$ cat src/rtl/mem_sweep_ctrl.sv
// mem_sweep_ctrl: drives both ports of a simple dual-port RAM to FILL a pattern or VERIFY it.
// Build option MEM_SWEEP_STOP_ON_FAIL_EN: VERIFY ends at the first mismatch. Revision 1.0.
`default_nettype none

module mem_sweep_ctrl #(
    parameter int WID_MEM   = 1,
    parameter int DEPTH_MEM = 32768,
    parameter int ERR_W     = 32
) (
    input  logic               clk,
    input  logic               reset,
    input  logic               start,
    input  logic               mode,
    input  logic               pat_sel,
    input  logic [WID_MEM-1:0] seed,
    input  logic [31:0]        base_addr,
    input  logic [31:0]        length,
    output logic               busy,
    output logic               done,
    output logic               pass,
    output logic [ERR_W-1:0]   err_cnt,
    output logic [31:0]        fail_addr,
    output logic [31:0]        mem_raddr,
    output logic [31:0]        mem_waddr,
    output logic [WID_MEM-1:0] mem_din,
    output logic               mem_we,
    input  logic [WID_MEM-1:0] mem_dout
);

    localparam int AW = (DEPTH_MEM > 1) ? $clog2(DEPTH_MEM) : 1;

    typedef enum logic [2:0] {
        S_IDLE   = 3'd0,
        S_FILL   = 3'd1,
        S_VERIFY = 3'd2,
        S_DRAIN  = 3'd3,
        S_DONE   = 3'd4
    } state_t;

    state_t             state_q, state_d;
    logic [31:0]        k_q, k_d;
    logic [31:0]        len_q, len_d;
    logic [AW-1:0]      base_q, base_d;
    logic               pat_q, pat_d;
    logic [WID_MEM-1:0] seed_q, seed_d;
    logic [ERR_W-1:0]   err_q, err_d;
    logic [31:0]        fail_q, fail_d;
    logic               pass_q, pass_d;
    logic [AW-1:0]      raddr_q, raddr_d;
    logic [AW-1:0]      waddr_q, waddr_d;
    logic [WID_MEM-1:0] din_q, din_d;
    logic               vld_q, vld_d;
    logic [AW-1:0]      paddr_q, paddr_d;

    logic [AW-1:0]      w_addr;
    logic [WID_MEM-1:0] w_pat;
    logic               w_last;
    logic               w_mis;

    function automatic logic [WID_MEM-1:0] pattern(input logic sel, input logic [WID_MEM-1:0] sd,
                                                   input logic [AW-1:0] a);
        return sel ? (WID_MEM'(32'(a)) ^ sd) : sd;
    endfunction

    // Address arithmetic is done in AW bits so the sweep wraps at the top of the RAM.
    assign w_addr = base_q + k_q[AW-1:0];
    assign w_pat  = pattern(pat_q, seed_q, w_addr);
    assign w_last = (k_q == len_q - 32'd1);
    assign w_mis  = vld_q && (mem_dout != pattern(pat_q, seed_q, paddr_q));

    generate
        if (AW < 32) begin : g_unused_base
            logic unused_base_hi;
            assign unused_base_hi = ^base_addr[31:AW];
        end
    endgenerate

    always_comb begin
        state_d = state_q;
        k_d     = k_q;
        len_d   = len_q;
        base_d  = base_q;
        pat_d   = pat_q;
        seed_d  = seed_q;
        err_d   = err_q;
        fail_d  = fail_q;
        pass_d  = pass_q;
        raddr_d = raddr_q;
        waddr_d = waddr_q;
        din_d   = din_q;
        vld_d   = 1'b0;
        paddr_d = paddr_q;

        // Score the read issued last cycle; err_q==0 marks the first mismatch of this VERIFY.
        if ((state_q == S_VERIFY || state_q == S_DRAIN) && w_mis) begin
            if (err_q != '1) err_d = err_q + 1'b1;
            if (err_q == '0) fail_d = 32'(paddr_q);
        end

        case (state_q)
            S_IDLE: begin
                if (start) begin
                    len_d  = length;
                    base_d = base_addr[AW-1:0];
                    pat_d  = pat_sel;
                    seed_d = seed;
                    k_d    = '0;
                    if (mode) begin
                        err_d  = '0;
                        fail_d = '0;
                    end else begin
                        pass_d = 1'b1;
                    end
                    if (length == 32'd0) begin
                        state_d = S_DONE;
                        pass_d  = 1'b1;
                    end else begin
                        state_d = mode ? S_VERIFY : S_FILL;
                    end
                end
            end
            S_FILL: begin
                waddr_d = w_addr;
                din_d   = w_pat;
                k_d     = k_q + 32'd1;
                if (w_last) state_d = S_DONE;
            end
            S_VERIFY: begin
                raddr_d = w_addr;
                paddr_d = w_addr;
                vld_d   = 1'b1;
                k_d     = k_q + 32'd1;
                if (w_last) state_d = S_DRAIN;
`ifdef MEM_SWEEP_STOP_ON_FAIL_EN
                if (w_mis) begin
                    state_d = S_DONE;
                    vld_d   = 1'b0;
                    pass_d  = 1'b0;
                end
`endif
            end
            S_DRAIN: begin
                state_d = S_DONE;
                pass_d  = (err_d == '0);
            end
            S_DONE:  state_d = S_IDLE;
            default: state_d = S_IDLE;
        endcase
    end

    always_ff @(posedge clk or posedge reset) begin
        if (reset) begin
            state_q <= S_IDLE;
            k_q     <= '0;
            len_q   <= '0;
            base_q  <= '0;
            pat_q   <= 1'b0;
            seed_q  <= '0;
            err_q   <= '0;
            fail_q  <= '0;
            pass_q  <= 1'b0;
            raddr_q <= '0;
            waddr_q <= '0;
            din_q   <= '0;
            vld_q   <= 1'b0;
            paddr_q <= '0;
        end else begin
            state_q <= state_d;
            k_q     <= k_d;
            len_q   <= len_d;
            base_q  <= base_d;
            pat_q   <= pat_d;
            seed_q  <= seed_d;
            err_q   <= err_d;
            fail_q  <= fail_d;
            pass_q  <= pass_d;
            raddr_q <= raddr_d;
            waddr_q <= waddr_d;
            din_q   <= din_d;
            vld_q   <= vld_d;
            paddr_q <= paddr_d;
        end
    end

    // Buses show the live sweep address and otherwise hold the last value driven.
    assign mem_we    = (state_q == S_FILL);
    assign mem_waddr = 32'(mem_we ? w_addr : waddr_q);
    assign mem_din   = mem_we ? w_pat : din_q;
    assign mem_raddr = 32'((state_q == S_VERIFY) ? w_addr : raddr_q);
    assign busy      = (state_q == S_FILL) || (state_q == S_VERIFY) || (state_q == S_DRAIN);
    assign done      = (state_q == S_DONE);
    assign pass      = pass_q;
    assign err_cnt   = err_q;
    assign fail_addr = fail_q;

endmodule

`default_nettype wire

$ cat config.mk
export PLATFORM = sky130hd
export DESIGN_NAME = mem_sweep_ctrl
export DESIGN_NICKNAME = d
export VERILOG_FILES = /design/src/rtl/mem_sweep_ctrl.sv
export SDC_FILE = /design/constraint.sdc
export NUM_CORES = 1
export LEC_CHECK = 0
export CORE_MARGIN = 2
export CORE_UTILIZATION = 53
export CTS_CLUSTER_DIAMETER = 120
export DETAILED_ROUTE_END_ITERATION = 10
export MAX_ROUTING_LAYER = met4
export PLACE_DENSITY_LB_ADDON = 0.12
export SYNTH_ARGS = -nofsm -noshare
export SYNTH_HDL_FRONTEND = slang
export SYNTH_SLANG_ARGS = --single-unit
$ cat constraint.sdc
create_clock -name clk -period 6.85 [get_ports clk]
set_input_delay 0.685 -clock clk [delete_from_list [all_inputs] [get_ports clk]]
set_output_delay 0.685 -clock clk [all_outputs]
set_load 0.02 [all_outputs]
-- Word-level counts from Yosys, hierarchy flattened
Index checks and enable logic that the tools add are counted.
- bits in registers: 181
- input bits: 71
- output and inout port bits: 133
- logic and storage cells: 74
- $add $sub $neg: 4
- equal/unequal tests: 11
- muxes and demuxes: 28
- bitwise operators: 2
- reduce and logical (&&, ||, !) cells: 16
- operator list (kind ; count):
    32-bit two-way mux ; 11
    32-bit logical NOT ; 3
    32-bit by 1-bit adder with 32-bit output (second input constant) ; 2
    32-bit case mux with 2 select lines ; 1
    32-bit == test ; 1
    32-bit != test (second input constant) ; 1
    32-bit by 1-bit subtractor with 32-bit output (second input constant) ; 1
    15-bit two-way mux ; 2
    15-bit adder ; 1
    3-bit two-way mux ; 4
    3-bit case mux with 4 select lines ; 1
    1-bit two-way mux ; 7
    3-bit by 2-bit == test with 1-bit output (second input constant) ; 2
    3-bit AND reduction ; 2
    2-bit != test (second input constant) ; 2
    2-bit AND reduction ; 2
    2-bit nonzero test ; 2
    3-bit by 1-bit == test with 1-bit output (second input constant) ; 1
    3-bit == test (second input constant) ; 1
    3-bit logical NOT ; 1
    1-bit logical OR ; 3
    3-bit != test (second input constant) ; 1
    1-bit logical AND ; 2
    2-bit two-way mux ; 1
    5 further kinds ; 6

-- Depth between registers and ports, before layout
- depth in word-level cells: 9
- gate-level depth with buffers: 11
- mapped depth without buffers: 11

-- Least setup slack after synthesis
No wires, ideal clock.
- path kind: register to register
- start point: register len_q[0]
- end point: register state_q[0]
- setup time: 0.127 ns
- data arrival time: 3.246 ns
- data required time: 6.723 ns
- path slack: 3.476 ns
- stages on the path, launching flop included: 12
- buffers on the path: 1
- period minus slack after synthesis: 3.374 ns
- cell sequence: dfrtp_1 inv_1 ha_1 or3b_2 clkbuf_1 or4_4 or3_1 xnor2_1 or4_1 nor4_1 nand3_1 mux2_1
- cells in the longest elaborated chain, start to end: 4
- elaborated cells on any way between the ends: 5
- classes of those cells: add/sub: 1; eq/ne: 3; reduce/logical: 1
- ends and longest elaborated chain (item ; line ; text):
    start, declared ; 42 ; logic [31:0] len_q, len_d;
    start signal, assigned ; 170 ; len_q <= len_d;
    32-bit by 1-bit subtractor with 32-bit output (*) ; 68 ; assign w_last = (k_q == len_q - 32'd1);
    32-bit == test (*) ; 68 ;
    2-bit != test (no line) / 2-bit by 1-bit != test with 1-bit output (equally long branches) ; n/a ;
    3-bit AND reduction (no line) (*) ; n/a ;
    end signal, assigned ; 168 ; state_q <= state_d;
    end, declared ; 40 ; state_t state_q, state_d;
Every way passes the cells marked *; elsewhere a longest branch is shown, timed or not.
A chain may end at the register's enable or synchronous reset.

-- Worst setup path in the final report
- start point: register k_q[1]
- end point: output port mem_waddr[13]
- cells in the longest elaborated chain, start to end: 2
- ends and longest elaborated chain (item ; line ; text):
    start, declared ; 41 ; logic [31:0] k_q, k_d;
    start signal, assigned ; 169 ; k_q <= k_d;
    15-bit adder ; 66 ; assign w_addr = base_q + k_q[AW-1:0];
    15-bit two-way mux ; 187 ; assign mem_waddr = 32'(mem_we ? w_addr : waddr_q);
    end, declared ; 24 ; output logic [31:0] mem_waddr,
Every way passes these cells.

==> qor_table.md <==
| Metric | Value | Unit |
|:---|:---|:---|
| Highest attainable clock frequency | 220.6 | MHz |
| Antenna violations before repair | 0 | - |
| Area used by multi-input combinational logic | 0.005315 | mm2 |
| Post-synth EDFFs | 0 | - |
| Router iterations before antenna repair | 5 | - |
| Leak | 5.437 | nW |
| Vias after detailed routing | 8849 | - |
| Maximum clock path buffer count | 2 | - |
| Placeable core area | 0.01927 | mm2 |
| Antenna cells | 0 | - |
| FF+latch count, synth | 181 | - |
| Synthesized instance count | 1196 | - |
| Vert. Die Dim | 143.5 | um |
| Leading cell type in the layout, fill and taps excluded | sky130_fd_sc_hd__nand2_1 | - |
| Clock-pin slew of the registers on the worst-case setup and hold paths | 0.07 | ns |
| Number of different library cells in the post-synthesis netlist | 60 | - |
| Clock sink total | 181 | - |
| Global routing usage summed across all routing layers | 27.36 | % |
| Top Ports | 204 | - |
| Latest clock arrival within the worst-skew pair | 0.45 | ns |
| Cells resized by post-CTS repair | 0 | - |
| Crit-path max FO | 6 | - |
| Critical Path End Type | output port | - |
| Fraction of registers with async set/reset | 100.0 | % |
| Clock buffer count from CTS | 17 | - |
| Post-Route Utilization | 64.62 | % |
| Transition time at the pin with the least slew margin | 1.101 | ns |
| Final Setup Violations | 0 | - |
| Fillers | 1682 | - |
| Number of cell rows | 51 | - |
| Req. time, crit path | 6.16 | ns |
| Post-route clock skew | 0.02002 | ns |
| Detail Route Antenna Nets | 0 | - |
| First-pass GRT wire length | 43.02 | mm |
| Syn. warnings | 0 | - |
| Worst vdd ir | 0.1888 | mV |
| Input/output buffers | 152 | - |
| Pin count of the biggest net entering global routing | 77 | - |
| Remaining global-route overflow | 0 | - |
| Rel. slew slack | 25.92 | % |
| Via count of the first global-routing pass | 8198 | - |
| Placed wire-length estimate after detailed placement | 19.46 | mm |
| Worst hold slack across all endpoints | 0.4830 | ns |
| Min Clock Period, post-route | 4.532 | ns |
| Drt wl/cell | 16.81 | um |
| Outcome | finished clean | - |
| Number of vias per cell | 5.569 | - |
| Post-detailed-routing wire length | 26.71 | mm |
| Die area | 0.02058 | mm2 |
| Postcts setup bufs | 0 | - |
| H-tree depth | 4 | - |
| Final hold viol count | 0 | - |
| Mean instance size in the synthesized netlist | 8.620 | um2 |
| Final Wtd Congestion | 0.9825 | - |
| Sum of internal, switching and leakage power | 5.061 | mW |
| Pwr per Cell Area | 406.4 | mW/mm2 |
| Seq/Total Area, Yosys | 43.93 | % |
| Final Slew Violations | 0 | - |
| Die Span X | 143.5 | um |
| Data arrival time of the worst path | 3.85 | ns |
| Critical setup path kind | reg -> out | - |
| Effective utilization at floorplan | 53.50 | % |
| Most frequently used flop master after synthesis | sky130_fd_sc_hd__dfrtp_1 | - |
| Final critical-path share of the clock period | 66.16 | % |
| FF/Latch Area | 0.004529 | mm2 |
| Nets | 1401 | - |
| Area Growth Syn to Fin | 20.79 | % |
| Class of the tightest hold or removal check | reg -> reg | - |
| Area of the mapped netlist | 0.01031 | mm2 |
| Count of unresolved DRC violations after routing | 0 | - |
| Setup tns final | 0 | ns |
| Critical path launch point type | flip-flop | - |
| Share of final-layout standard cells stronger than drive strength 1 | 4.607 | % |
| CTS Hold Buffers Added | 0 | - |
| Clock root buffer | sky130_fd_sc_hd__clkbuf_16 | - |
| Leading cell types in the layout, fill and taps excluded | sky130_fd_sc_hd__nand2_1 (241), sky130_fd_sc_hd__dfrtp_1 (181), sky130_fd_sc_hd__clkdlybuf4s50_1 (152) | - |
| Max-Cap Viols | 0 | - |
| Starting DRC count in detailed routing | 560 | - |
| TritonCTS clock tree | done | - |
| Setup repair after global routing missed its margin | false | - |
## state kept, by name (all words and copies together) (netlist names)
name       count
base_q        15
din_q          1
err_cnt       32
fail_addr     32
k_q           32
len_q         32
paddr_q       15
pass           1
pat_q          1
seed_q         1
state_q        3
vld_q          1
waddr_q       15
## cell type report
class | instances | share of cell area, %
repair buffers | 162 | 12.82
multi-input cells | 927 | 42.68
inverters | 22 | 0.7033
flip-flops and latches | 181 | 36.37
clock buffers | 18 | 3.446
clock inverters | 14 | 1.316
well taps | 265 | 2.663
## Yosys cell counts, types with 8 or more instances
cell	number	area, um2
sky130_fd_sc_hd__dfrtp_1	181	4529
sky130_fd_sc_hd__nor2_1	98	367.9
sky130_fd_sc_hd__mux2i_1	24	240.2
sky130_fd_sc_hd__inv_1	22	82.58
sky130_fd_sc_hd__and3_1	20	125.1
sky130_fd_sc_hd__a31oi_1	8	50.05
sky130_fd_sc_hd__xnor2_1	59	516.8
sky130_fd_sc_hd__and2_1	22	137.6
sky130_fd_sc_hd__clkbuf_1	46	172.7
sky130_fd_sc_hd__nand2_1	241	904.6
sky130_fd_sc_hd__a21oi_1	29	145.1
sky130_fd_sc_hd__nand4_1	23	143.9
sky130_fd_sc_hd__nor3_1	29	145.1
sky130_fd_sc_hd__o31ai_1	10	75.07
sky130_fd_sc_hd__buf_4	34	255.2
sky130_fd_sc_hd__buf_1	9	33.78
sky130_fd_sc_hd__nor4_1	28	175.2
sky130_fd_sc_hd__xor2_1	43	376.6
sky130_fd_sc_hd__nand3_1	41	205.2
sky130_fd_sc_hd__nor2b_1	8	50.05
sky130_fd_sc_hd__ha_1	18	225.2
sky130_fd_sc_hd__o21ai_0	91	455.4
sky130_fd_sc_hd__or4_1	11	82.58
## final timing paths
| path | endpoint | slack, ns | startpoint | depth (start not counted) |
|---|---|---|---|---|
| min in group asynchronous | fail_addr[15]$_DFF_PP0_ | 0.76 | reset | 2 |
| hold reg to reg | waddr_q[4]$_DFFE_PP0P_ | 0.48 | waddr_q[4]$_DFFE_PP0P_ | 2 |
| setup / recovery | mem_waddr[13] | 2.32 | k_q[1]$_DFFE_PP0P_ | 10 |
| hold / removal | waddr_q[4]$_DFFE_PP0P_ | 0.48 | waddr_q[4]$_DFFE_PP0P_ | 2 |
| setup reg to reg | state_q[0]$_DFFE_PP0P_ | 2.99 | len_q[0]$_DFFE_PP0P_ | 10 |
| max in group asynchronous | base_q[11]$_DFFE_PP0P_ | 4.85 | reset | 3 |
## power breakdown
part | total [mW] | internal, mW | switching, mW
combinational | 2.37 | 0.953 | 1.42
clock | 0.986 | 0.519 | 0.467
sequential | 1.71 | 1.38 | 0.328
## cells by family (layout without fill, tap and decap cells)
family	after synthesis	after routing	synth area share, %
other cells	1	34	0.03637
flops	181	181	43.93
simple gates	564	564	26.07
compound gates	183	183	10.66
fa+ha+maj	19	19	2.379
buf+inv	121	216	5.825
xor+xnor	102	102	8.665
mux	25	25	2.439
## routing by layer
metal  share of wire [%]  global-route usage (%)  vias to the layer above
met5                   0                       -                        -
met4                 2.3                   8.772                        0
met2                  49                   43.48                      248
li1                    -                       -                     4295
met3                 4.6                   4.099                       49
met1                  44                   36.35                     4257
## stage by stage
| stage | cells | instance area [um2] | worst slack [ns] |
|---|---|---|---|
| floorplan | 1229 | 10430 | 1.250 |
| CTS | 1589 | 12450 | 2.349 |
| finish | 1589 | 12450 | 2.318 |
| global placement | 1557 | 11860 | 2.788 |
| global route | 1589 | 12450 | 2.114 |
| detailed placement | 1557 | 11860 | 2.775 |
## critical path, stage by stage, from the launching register on
cell and delay [ns]:
sky130_fd_sc_hd__dfrtp_1 0.46, sky130_fd_sc_hd__ha_1 0.31, sky130_fd_sc_hd__a21o_1 0.17, sky130_fd_sc_hd__a21oi_1 0.20, sky130_fd_sc_hd__o21ai_0 0.15, sky130_fd_sc_hd__o41ai_1 0.65
sky130_fd_sc_hd__o211ai_1 0.19, sky130_fd_sc_hd__a31oi_1 0.23, sky130_fd_sc_hd__xor2_1 0.12, sky130_fd_sc_hd__o21ai_0 0.26, sky130_fd_sc_hd__clkdlybuf4s50_1 0.66
Power figures use the tool's default switching activity.
